**src/rtl/pulse_seq_pkg.sv**
```systemverilog
// Shared types and defaults for the spin-echo pulse sequencer.
// The optional receiver gate is enabled with the RX_GATE_EN macro.

package pulse_seq_pkg;

    localparam int CNT_W_DEF       = 24;
    localparam int N_W_DEF         = 8;
    localparam int SYNC_STAGES_DEF = 2;
    localparam int GUARD           = 2;

    typedef enum logic [2:0] {
        IDLE,
        DEAD,
        P90,
        TAU,
        P180,
        ECHO
    } state_t;

    function automatic logic is_pulse(input state_t s);
        return (s == P90) || (s == P180);
    endfunction

endpackage

```
**src/rtl/pulse_sequencer_trig_sync.sv**
```systemverilog
// Trigger synchroniser followed by a rising-edge detector.
// The output is a one-cycle pulse.

module trig_sync
    import pulse_seq_pkg::*;
#(
    parameter int SYNC_STAGES = SYNC_STAGES_DEF
) (
    input  logic clk,
    input  logic rst_n,
    input  logic trig,
    output logic trig_rise
);

    logic [SYNC_STAGES-1:0] sync_q;
    logic [SYNC_STAGES-1:0] sync_d;
    logic                   prev_q;
    logic                   prev_d;

    always_comb begin
        sync_d = {sync_q[SYNC_STAGES-2:0], trig};
        prev_d = sync_q[SYNC_STAGES-1];
    end

    // Reset clears the whole chain, so an edge still in flight is dropped.
    always_ff @(posedge clk or negedge rst_n) begin
        if (!rst_n) begin
            sync_q <= '0;
            prev_q <= 1'b0;
        end else begin
            sync_q <= sync_d;
            prev_q <= prev_d;
        end
    end

    assign trig_rise = sync_q[SYNC_STAGES-1] & ~prev_q;

endmodule

```
**src/rtl/pulse_sequencer.sv**
```systemverilog
// Spin-echo RF pulse sequencer: dead time, pi/2 pulse, then n_echo pi pulses with echo windows.
// Define RX_GATE_EN to add the rx_gate output, which opens inside each echo window.

module pulse_sequencer
    import pulse_seq_pkg::*;
#(
    parameter int CNT_W       = CNT_W_DEF,
    parameter int N_W         = N_W_DEF,
    parameter int SYNC_STAGES = SYNC_STAGES_DEF
) (
    input  logic             clk,
    input  logic             rst_n,
    input  logic             trig,
    input  logic             abort,
    input  logic [CNT_W-1:0] dead_cycles,
    input  logic [CNT_W-1:0] pi2_cycles,
    input  logic [CNT_W-1:0] tau_cycles,
    input  logic [N_W-1:0]   n_echo,
    output logic             rf,
    output logic             busy,
    output logic             done,
`ifdef RX_GATE_EN
    output logic [N_W-1:0]   echo_cnt,
    output logic             rx_gate
`else
    output logic [N_W-1:0]   echo_cnt
`endif
);

    localparam int W1 = CNT_W + 1;

    logic trig_rise;

    state_t           state_q;
    state_t           state_d;
    logic [W1-1:0]    cnt_q;
    logic [W1-1:0]    cnt_d;
    logic [CNT_W-1:0] pi2_q;
    logic [CNT_W-1:0] pi2_d;
    logic [CNT_W-1:0] tau_q;
    logic [CNT_W-1:0] tau_d;
    logic [N_W-1:0]   n_q;
    logic [N_W-1:0]   n_d;
    logic [N_W-1:0]   echo_cnt_q;
    logic [N_W-1:0]   echo_cnt_d;
    logic             rf_q;
    logic             rf_d;
    logic             busy_q;
    logic             busy_d;
    logic             done_q;
    logic             done_d;

    logic [W1-1:0]    pi2_last;
    logic [W1-1:0]    pi_last;
    logic [W1-1:0]    tau_last;
    logic [W1-1:0]    echo_last;
    logic [N_W:0]     echo_inc;
    logic             cfg_ok;

    trig_sync #(
        .SYNC_STAGES(SYNC_STAGES)
    ) u_trig_sync (
        .clk      (clk),
        .rst_n    (rst_n),
        .trig     (trig),
        .trig_rise(trig_rise)
    );

    // Counter reload values are length-1: a state leaves on the cycle its counter reads zero.
    // Doubled lengths use the extra counter bit so 2*pi2 and 2*tau cannot wrap.
    always_comb begin
        pi2_last  = W1'(pi2_q) - W1'(1);
        pi_last   = {pi2_q, 1'b0} - W1'(1);
        tau_last  = W1'(tau_q) - W1'(1);
        echo_last = {tau_q, 1'b0} - W1'(1);
        echo_inc  = {1'b0, echo_cnt_q} + (N_W+1)'(1);
        cfg_ok    = (pi2_cycles != '0) && (n_echo != '0);
    end

    always_comb begin
        state_d    = state_q;
        cnt_d      = cnt_q;
        pi2_d      = pi2_q;
        tau_d      = tau_q;
        n_d        = n_q;
        echo_cnt_d = echo_cnt_q;
        done_d     = 1'b0;

        if (state_q == IDLE) begin
            // The dead time goes straight into the counter, so it needs no latch of its own.
            if (trig_rise && cfg_ok) begin
                pi2_d      = pi2_cycles;
                tau_d      = tau_cycles;
                n_d        = n_echo;
                echo_cnt_d = '0;
                if (dead_cycles != '0) begin
                    state_d = DEAD;
                    cnt_d   = W1'(dead_cycles) - W1'(1);
                end else begin
                    state_d = P90;
                    cnt_d   = W1'(pi2_cycles) - W1'(1);
                end
            end
        end else if (abort) begin
            state_d = IDLE;
            cnt_d   = '0;
        end else if (cnt_q != '0) begin
            cnt_d = cnt_q - W1'(1);
        end else begin
            case (state_q)
                DEAD: begin
                    state_d = P90;
                    cnt_d   = pi2_last;
                end
                P90: begin
                    if (tau_q != '0) begin
                        state_d = TAU;
                        cnt_d   = tau_last;
                    end else begin
                        state_d = P180;
                        cnt_d   = pi_last;
                    end
                end
                TAU: begin
                    state_d = P180;
                    cnt_d   = pi_last;
                end
                P180: begin
                    echo_cnt_d = echo_inc[N_W-1:0];
                    if (tau_q != '0) begin
                        state_d = ECHO;
                        cnt_d   = echo_last;
                    end else if (echo_inc < {1'b0, n_q}) begin
                        state_d = P180;
                        cnt_d   = pi_last;
                    end else begin
                        state_d = IDLE;
                        cnt_d   = '0;
                        done_d  = 1'b1;
                    end
                end
                ECHO: begin
                    if (echo_cnt_q < n_q) begin
                        state_d = P180;
                        cnt_d   = pi_last;
                    end else begin
                        state_d = IDLE;
                        cnt_d   = '0;
                        done_d  = 1'b1;
                    end
                end
                default: begin
                    state_d = IDLE;
                    cnt_d   = '0;
                end
            endcase
        end

        rf_d   = is_pulse(state_d);
        busy_d = (state_d != IDLE);
    end

    always_ff @(posedge clk or negedge rst_n) begin
        if (!rst_n) begin
            state_q    <= IDLE;
            cnt_q      <= '0;
            pi2_q      <= '0;
            tau_q      <= '0;
            n_q        <= '0;
            echo_cnt_q <= '0;
            rf_q       <= 1'b0;
            busy_q     <= 1'b0;
            done_q     <= 1'b0;
        end else begin
            state_q    <= state_d;
            cnt_q      <= cnt_d;
            pi2_q      <= pi2_d;
            tau_q      <= tau_d;
            n_q        <= n_d;
            echo_cnt_q <= echo_cnt_d;
            rf_q       <= rf_d;
            busy_q     <= busy_d;
            done_q     <= done_d;
        end
    end

    assign rf       = rf_q;
    assign busy     = busy_q;
    assign done     = done_q;
    assign echo_cnt = echo_cnt_q;

`ifdef RX_GATE_EN
    logic          rx_gate_q;
    logic          rx_gate_d;
    logic [W1:0]   gate_pos;

    // Open only once GUARD cycles have elapsed in the window and close GUARD cycles before its end.
    always_comb begin
        gate_pos  = {1'b0, cnt_d} + (W1+1)'(GUARD);
        rx_gate_d = (state_d == ECHO)
                    && (cnt_d >= W1'(GUARD))
                    && (gate_pos < {1'b0, tau_q, 1'b0});
    end

    always_ff @(posedge clk or negedge rst_n) begin
        if (!rst_n) begin
            rx_gate_q <= 1'b0;
        end else begin
            rx_gate_q <= rx_gate_d;
        end
    end

    assign rx_gate = rx_gate_q;
`endif

endmodule

```
**config.mk**
```make
export PLATFORM = sky130hd
export DESIGN_NAME = pulse_sequencer
export DESIGN_NICKNAME = d
export VERILOG_FILES = /design/src/rtl/pulse_seq_pkg.sv /design/src/rtl/pulse_sequencer_trig_sync.sv /design/src/rtl/pulse_sequencer.sv
export SDC_FILE = /design/constraint.sdc
export NUM_CORES = 1
export LEC_CHECK = 0
export ABC_AREA = 1
export BUFFER_PORTS_ARGS = -buffer_cell sky130_fd_sc_hd__buf_2
export CAP_MARGIN = 20
export CORE_MARGIN = 2
export CORE_UTILIZATION = 45
export CTS_CLUSTER_SIZE = 8
export DETAILED_ROUTE_END_ITERATION = 16
export PLACE_DENSITY = 0.72
export SETUP_SLACK_MARGIN = 0.1
export SLEW_MARGIN = 20
export SYNTH_ARGS = -nofsm -noshare
export SYNTH_HDL_FRONTEND = slang
export SYNTH_SLANG_ARGS = --single-unit
export TNS_END_PERCENT = 5
```
**constraint.sdc**
```tcl
create_clock -name clk -period 4.15 [get_ports clk]
set_input_delay 0.415 -clock clk [delete_from_list [all_inputs] [get_ports clk]]
set_output_delay 0.415 -clock clk [all_outputs]
set_load 0.05 [all_outputs]
```
==> qor.txt, run 1 <==
Avg Inst Size Synth: 6.02 um2
Hold/Removal Path Class: in -> async
sequential share of the synthesized area: 0.281
multi-input logic area: 5390 um2
vias in the first global route: 8751
Hold Buf Count CTS: 0
gpl congestion: 0.977
critical path class: reg -> reg
# diodes: 0
Routed Antenna Nets: 0
setup violators final: 0
Port-buffer cells: 94
die width: 143 um
static leakage: 0.00489 uW
final non-filler cell total: 1788
ys flop type: dfrtp_1
Worst Path Arrival: 3.53 ns
Routed wire per std cell: 15.3 um
final setup skew: 0.00829 ns
post-cts resize count: 0
Area growth syn-to-layout: 11.3%
max-slew violations: 0
relative slew slack: 0.352
cells after synthesis: 1449
first-pass GRT wire length: 45200 um
post-placement cell count: 1772
FFs w/ async S/R, synth: 1.00
# nets final: 1626
Die ar.: 20500 um2
Power Dens Cells: 347 nW/um2
Iter 0 DRT Violations: 974
CP Data Required Time: 4.40 ns
Synth area leaders: dfrtp_1 (28%), nand2_1 (21%), nor2_1 (8.9%)
Synth cell types: 41
post-synth top area cell: dfrtp_1
most frequent cell after synthesis: nand2_1
Tot GR Track Use: 0.280
share of cells above drive strength 1: 0.102
Placeable Area: 18900 um2
Post-CTS Setup Inserts: 0
max incr delay on CP: 0.44 ns
CTS tree: built
final WL: 27300 um
largest net degree at the start of global routing: 67
status: complete, no violations
fill count: 2019
TNS Setup: 0 ns
clock sink total: 98
Place WS: 0.955 ns
Tightest Pin Transition: 0.972 ns
root buf cell: clkbuf_16
critical path, cell by cell: ha_1 > nand2_1 > nor2_1 > nand3_1 > xor2_1 > inv_1 > ha_1 > nand2_1 > inv_1 > nand3_1 > inv_1 > nand3_1 > nand2_1 > nand2_2 > nand2_1 > nand2_1 > nor3_1 > a21oi_1 > nand2_1 > inv_1 > nand2_1 > nand2_1
DRC: 0
vias per inst: 5.27
cell mode on critical path: nand2_1
# IOs: 95
syn nets: 1552
Post-synth EDFFs: 0
final core utilization: 0.514
most frequent cells after synthesis: nand2_1 (479), nor2_1 (208), inv_1 (177)
Detailed Routing Iterations Pass 1: 5
Final min period: 3.28 ns
Initial Util: 0.462
GRT Residual Overflow: 0
FF+latch area: 2450 um2
total clock buffers created by CTS: 9
Finished Cell Area: 9710 um2
Clk Latency, worst-skew pair: 0.36 ns
CP max FO: 11
CTS clk-pin slew, worst paths: 0.08 ns
Worst setup SP type: register
antenna violations before repair: 0
crit path capture type: register
HPWL Detailed: 21600 um
Post-Place Cell Area: 9380 um2
Final Hold Viols: 0
Syn. warnings: 0
max_cap viols: 0
Max VDD drop: 236 uV
Max Root-Sink Buffers: 2
vias: 9431
floorplan row count: 50
fmax: 305 MHz
Die Y: 143 um
CTS H-tree lvls: 3
setup repair after global routing missed its margin: no
fin crit share: 0.790
Slowest-stage cell, CP: dfrtp_1
Yosys top cell area share: 0.281
flops & latches, synth: 98
Synth Cell Area: 8720 um2
Final WS setup: 0.870 ns
kinds of logic (layout without fill, tap and decap cells):
group / Yosys count / in the layout / share of synthesized area
simple gates: 889 / 889 / 0.432
buf+inv: 221 / 300 / 0.102
compound gates: 172 / 172 / 0.107
flops: 98 / 98 / 0.281
xor+xnor: 50 / 50 / 0.0502
fa+ha+maj: 19 / 19 / 0.0272
cells in the final DEF (no fill, tap or decap), drive strengths merged, types with 9 or more instances in the layout:
cell type / Yosys / routed
a21oi: 53 / 53
buf: 22 / 102
clkbuf: 17 / 9
dfrtp: 98 / 98
ha: 19 / 19
inv: 178 / 181
nand2: 488 / 488
nand3: 102 / 102
nand4: 39 / 39
nor2: 226 / 226
nor3: 12 / 12
o21ai: 89 / 89
xor2: 45 / 45
layout make-up:
type	instances	share of cell area
clock buffers	9	0.0232
clock inverters	7	0.0110
inverters	182	0.0703
multi-input cells	1130	0.555
flip-flops and latches	98	0.253
well taps	260	0.0335
repair buffers	102	0.0549
path summary, 6_finish.rpt:
kind	start	slack, ns	cells past startpoint	to
max in group asynchronous	rst_n	2.97	2	cnt_q[20]
worst max register to register	echo_cnt[0]	0.87	22	rf
worst max-delay path	echo_cnt[0]	0.87	22	rf
worst min-delay path	rst_n	0.13	1	n_q[1]
worst min register to register	u_trig_sync.sync_q[0]	0.35	0	u_trig_sync.sync_q[1]
min in group clk	trig	0.15	1	u_trig_sync.sync_q[0]
sequential cells by signal (all words and copies together) (netlist names):
signal              flops
u_trig_sync.prev_q      1
done                    1
pi2_q                  24
cnt_q                  25
n_q                     8
tau_q                  24
u_trig_sync.sync_q      2
echo_cnt                8
state_q                 3
busy                    1
rf                      1
critical path, delay by kind of cell, from the launching register on:
kind / cells / cell delay, ns
adder cells (fa/ha/maj): 2 / 0.49
buffers and inverters: 4 / 0.24
flip-flops: 1 / 0.44
AO/OA/AOI/OAI: 1 / 0.07
XOR/XNOR: 1 / 0.20
AND/OR/NAND/NOR: 14 / 1.70
stage by stage:
step	total power, uW	hold WS, ns
6_report	3370	0.127
4_1_cts	3370	0.151
3_5_place_dp	2410	0.338
5_1_grt	3610	0.145
3_3_place_gp	2400	0.337
2_1_floorplan	2060	0.119
routing by layer:
layer	share of wire	GRT usage	vias to the layer above	routed length, um
met4	0.024	0.0841	0	661
met3	0.069	0.0439	51	1880
li1	-	-	4747	-
met5	0	0	-	0
met2	0.44	0.435	350	12000
met1	0.47	0.403	4283	12700
power breakdown:
group,internal [uW],total [uW],switching (uW)
combinational,359,1110,752
clock,541,954,414
sequential,1120,1310,188
No activity file was read; power rests on OpenSTA's default activity.
==> run 2, diff against run 1 <==
Settings changed: ABC_AREA 1 to 0.
Clock period 4.15 ns to 3.25 ns, I/O delays scaled along.
==> run 2 against run 1 <==
Effect of this change: final cell count is 23% lower; clock-buffer cell count stayed put; routed wire length is 4.5% lower; area after synthesis is 11% lower; hold slack worse by 0.057 ns; clock power is 31% higher; die area is 10% lower; critical path depth is 8 lower; final area is 1.7% lower; critical endpoint is now cnt_q[16].
==> qor.txt, run 2 <==
Psw: 1650 uW (+22%)
CP Data Required Time: 3.53 ns (-0.87 ns)
adder-cell share of the synthesized area: 0.0305 (+0.00325)
largest family of logic cells by synthesized area: simple AND/OR/NAND/NOR gates
largest net degree at the start of global routing: 61 (-9.0%)
static leakage: 0.00408 uW (-17%)
Avg Inst Size Synth: 7.68 um2 (+28%)
commonest non-fill, non-tap cells in the layout: nand2_1 (221), buf_2 (93), dfrtp_1 (92)
setup violators final: 0 (unchanged)
max-slew violations: 0 (unchanged)
most frequent cells after synthesis: nand2_1 (221), dfrtp_1 (98), nor2_1 (68)
floorplan row count: 48 (-4.0%)
syn nets: 1118 (-28%)
Die Y: 136 um (-5.3%)
Tot GR Track Use: 0.287 (+0.00675)
Top reg by flops: cnt_q
Syn. warnings: 0 (unchanged)
Iter 0 DRT Violations: 890 (-8.6%)
Worst Path Arrival: 3.47 ns (-0.06 ns)
CTS H-tree lvls: 3 (unchanged)
simple-gate share of the synthesized area: 0.305 (-0.127)
P_int: 2770 uW (+37%)
max reg flops: 25 (unchanged)
part of the power in registers: 0.392 (+0.004)
Post-synth EDFFs: 0 (unchanged)
# diodes: 0 (unchanged)
final WL: 26100 um (-4.5%)
HPWL Detailed: 19400 um (-10%)
first-pass GRT wire length: 41300 um (-8.7%)
Slowest-stage cell, CP: dfrtp_2
flops & latches, synth: 98 (unchanged)
r2r setup slk: 0.06 ns (-0.81 ns)
Port-buffer cells: 94 (unchanged)
# IOs: 95 (unchanged)
fmax: 314 MHz (+2.8%)
die width: 136 um (-5.3%)
share of cells above drive strength 1: 0.213 (+0.111)
final setup skew: 0.00453 ns (-0.00376 ns)
Routed Antenna Nets: 0 (unchanged)
sequential share of the synthesized area: 0.315 (+0.0335)
max incr delay on CP: 0.36 ns (-0.08 ns)
GRT Residual Overflow: 0 (unchanged)
Clock Power Share: 0.284 (about the same)
Clk Latency, worst-skew pair: 0.36 ns (about the same)
Worst setup SP type: register
vias in the first global route: 7883 (-9.9%)
critical path, cell by cell: and2_4 > and4_4 > nand3_4 > xnor2_4 > ha_4 > and3_4 > a221o_1 > a31o_4 > buf_4 > o21ai_4 > nand2_4 > o22a_1 > o221a_1 > o21ai_1
Max VDD drop: 286 uV (+21%)
Placeable Area: 17100 um2 (-9.4%)
Die ar.: 18400 um2 (-10%)
CP max FO: 5 (-6)
Comb power frac: 0.324 (-0.006)
cells after synthesis: 1015 (-30%)
root buf cell: clkbuf_16
Tightest Pin Transition: 0.850 ns (-0.122 ns)
CTS clk-pin slew, worst paths: 0.07 ns (about the same)
post-synth top area cell: dfrtp_1
Synth Area in Compound Gates: 0.233 (+0.126)
most frequent cell after synthesis: nand2_1
antenna violations before repair: 0 (unchanged)
Synth Area in XOR/XNOR: 0.0809 (+0.0307)
Initial Util: 0.455 (-0.00638)
fin crit share: 0.981 (+0.191)
Routed wire per std cell: 18.9 um (+24%)
multiplexer share of the synthesized area: 0.00128 (+0.00128)
# nets final: 1250 (-23%)
Synth Cell Area: 7790 um2 (-11%)
gpl congestion: 0.980 (+0.31%)
Power Dens Cells: 463 nW/um2 (+33%)
relative slew slack: 0.429 (+0.0776)
Area growth syn-to-layout: 22.5%
crit path capture type: register
DRC: 0 (unchanged)
total clock buffers created by CTS: 9 (unchanged)
vias: 8444 (-10%)
Sw Ratio: 0.373 (-0.0278)
Hold WS: 0.0694 ns (-0.0574 ns)
Detailed Routing Iterations Pass 1: 6 (+1)
vias per inst: 6.13 (+16%)
Yosys top cell area share: 0.315 (+0.0335)
ys flop type: dfrtp_1
FFs w/ async S/R, synth: 1.00 (unchanged)
Pwr Total: 4420 uW (+31%)
Final Hold Viols: 0 (unchanged)
Synth area leaders: dfrtp_1 (31%), nand2_1 (11%), xor2_1 (4.2%)
status: complete, no violations
Final min period: 3.19 ns (-0.0904 ns)
Hold/Removal Path Class: in -> reg
most common cell after layout, fill and taps aside: nand2_1
max_cap viols: 0 (unchanged)
Largest regs: cnt_q: 25 flops, pi2_q: 24 flops, tau_q: 24 flops
critical path class: reg -> reg
clock sink total: 98 (unchanged)
Synth cell types: 84 (+100%)
Max Root-Sink Buffers: 2 (unchanged)
setup repair after global routing missed its margin: yes
CTS tree: built
run 2: cell count changes in the layout (fill, tap and decap cells not counted), sizes merged, moves of 12 or more:
cell / change
xnor2: +30
or3: +15
nor4: +21
nand3: -74
inv: -160
nor3: +35
or4: +13
nand4: -32
a211oi: +12
buf: +64
nand2b: +14
nand2: -265
nor2: -158
run 2: cell type report:
type                            instances  area (um2)
Inverter                               20        75.1
Multi-Input combinational cell        851        5320
Tap cell                              225         282
Fill cell                            1611        7570
Clock inverter                          7         116
Sequential cell                        98        2460
Clock buffer                            9         225
Timing Repair Buffer                  167        1070
run 2: path summary, 6_finish.rpt:
kind,start,end,depth (start not counted)
max in group asynchronous,rst_n,pi2_q[23],3
worst max register to register,echo_cnt[3],cnt_q[16],14
worst min-delay path,trig,u_trig_sync.sync_q[0],1
worst max-delay path,echo_cnt[3],cnt_q[16],14
worst min register to register,u_trig_sync.sync_q[0],u_trig_sync.sync_q[1],0
min in group asynchronous,rst_n,n_q[4],2
run 2: power by group through the flow:
stage	clock, uW	combinational (uW)	sequential [uW]
floorplan	0	872	1690
global placement	0	1350	1730
detailed placement	0	1370	1740
CTS	1270	1390	1720
global route	1310	1590	1760
finish	1250	1430	1730
run 2: stage by stage:
| stage | cell area, um2 | worst slack, ns | TNS (ns) | util | std cells |
|---|---|---|---|---|---|
| after floorplan | 7840 | -0.0644 | -0.148 | - | 1015 |
| after global placement | 8940 | 0.0658 | 0 | 0.522 | 1353 |
| after detailed placement | 8940 | -0.103 | -0.103 | 0.522 | 1353 |
| after CTS | 9370 | 0.0184 | 0 | 0.547 | 1375 |
| after global routing | 9550 | -0.0403 | -0.0797 | 0.558 | 1377 |
| final | 9550 | 0.0603 | 0 | 0.558 | 1377 |
run 2: critical path, delay by kind of cell (launching register included):
family	cells	cell delay, ns
AOI/OAI and AO/OA	6	1.41
xor gates and xnor gates	1	0.21
adders and majority gates	1	0.23
buffers and inverters	1	0.15
DFF	1	0.36
and+or+nand+nor	5	0.75
run 2: routing by layer:
metal / vias up / track usage / part of all wire / wire length [um]
li1: 3974 / - / - / -
met1: 4022 / 0.392 / 0.43 / 11300
met2: 367 / 0.441 / 0.46 / 12000
met3: 81 / 0.0561 / 0.068 / 1780
met4: 0 / 0.131 / 0.041 / 1080
met5: - / 0 / 0 / 0
run 2: cell families after synthesis:
kind of cell / count (synthesis)
multiplexers: 1
adder cells (fa/ha/maj): 19
buffers and inverters: 67
flip-flops: 98
AO/OA/AOI/OAI: 270
AND/OR/NAND/NOR: 488
XOR/XNOR: 72
run 2: repair_timing:
| action | 4_1_cts | 5_1_grt |
|---|---|---|
| cloned | 0 | 1 |
| setup endpoints to repair | 6 | 25 |
| resized for setup | 8 | 30 |
| setup buffers | 5 | 1 |
| pin swaps | 8 | 15 |
| endpoints found under the hold margin | 38 | 0 |
| hold buffers | 1 | 0 |
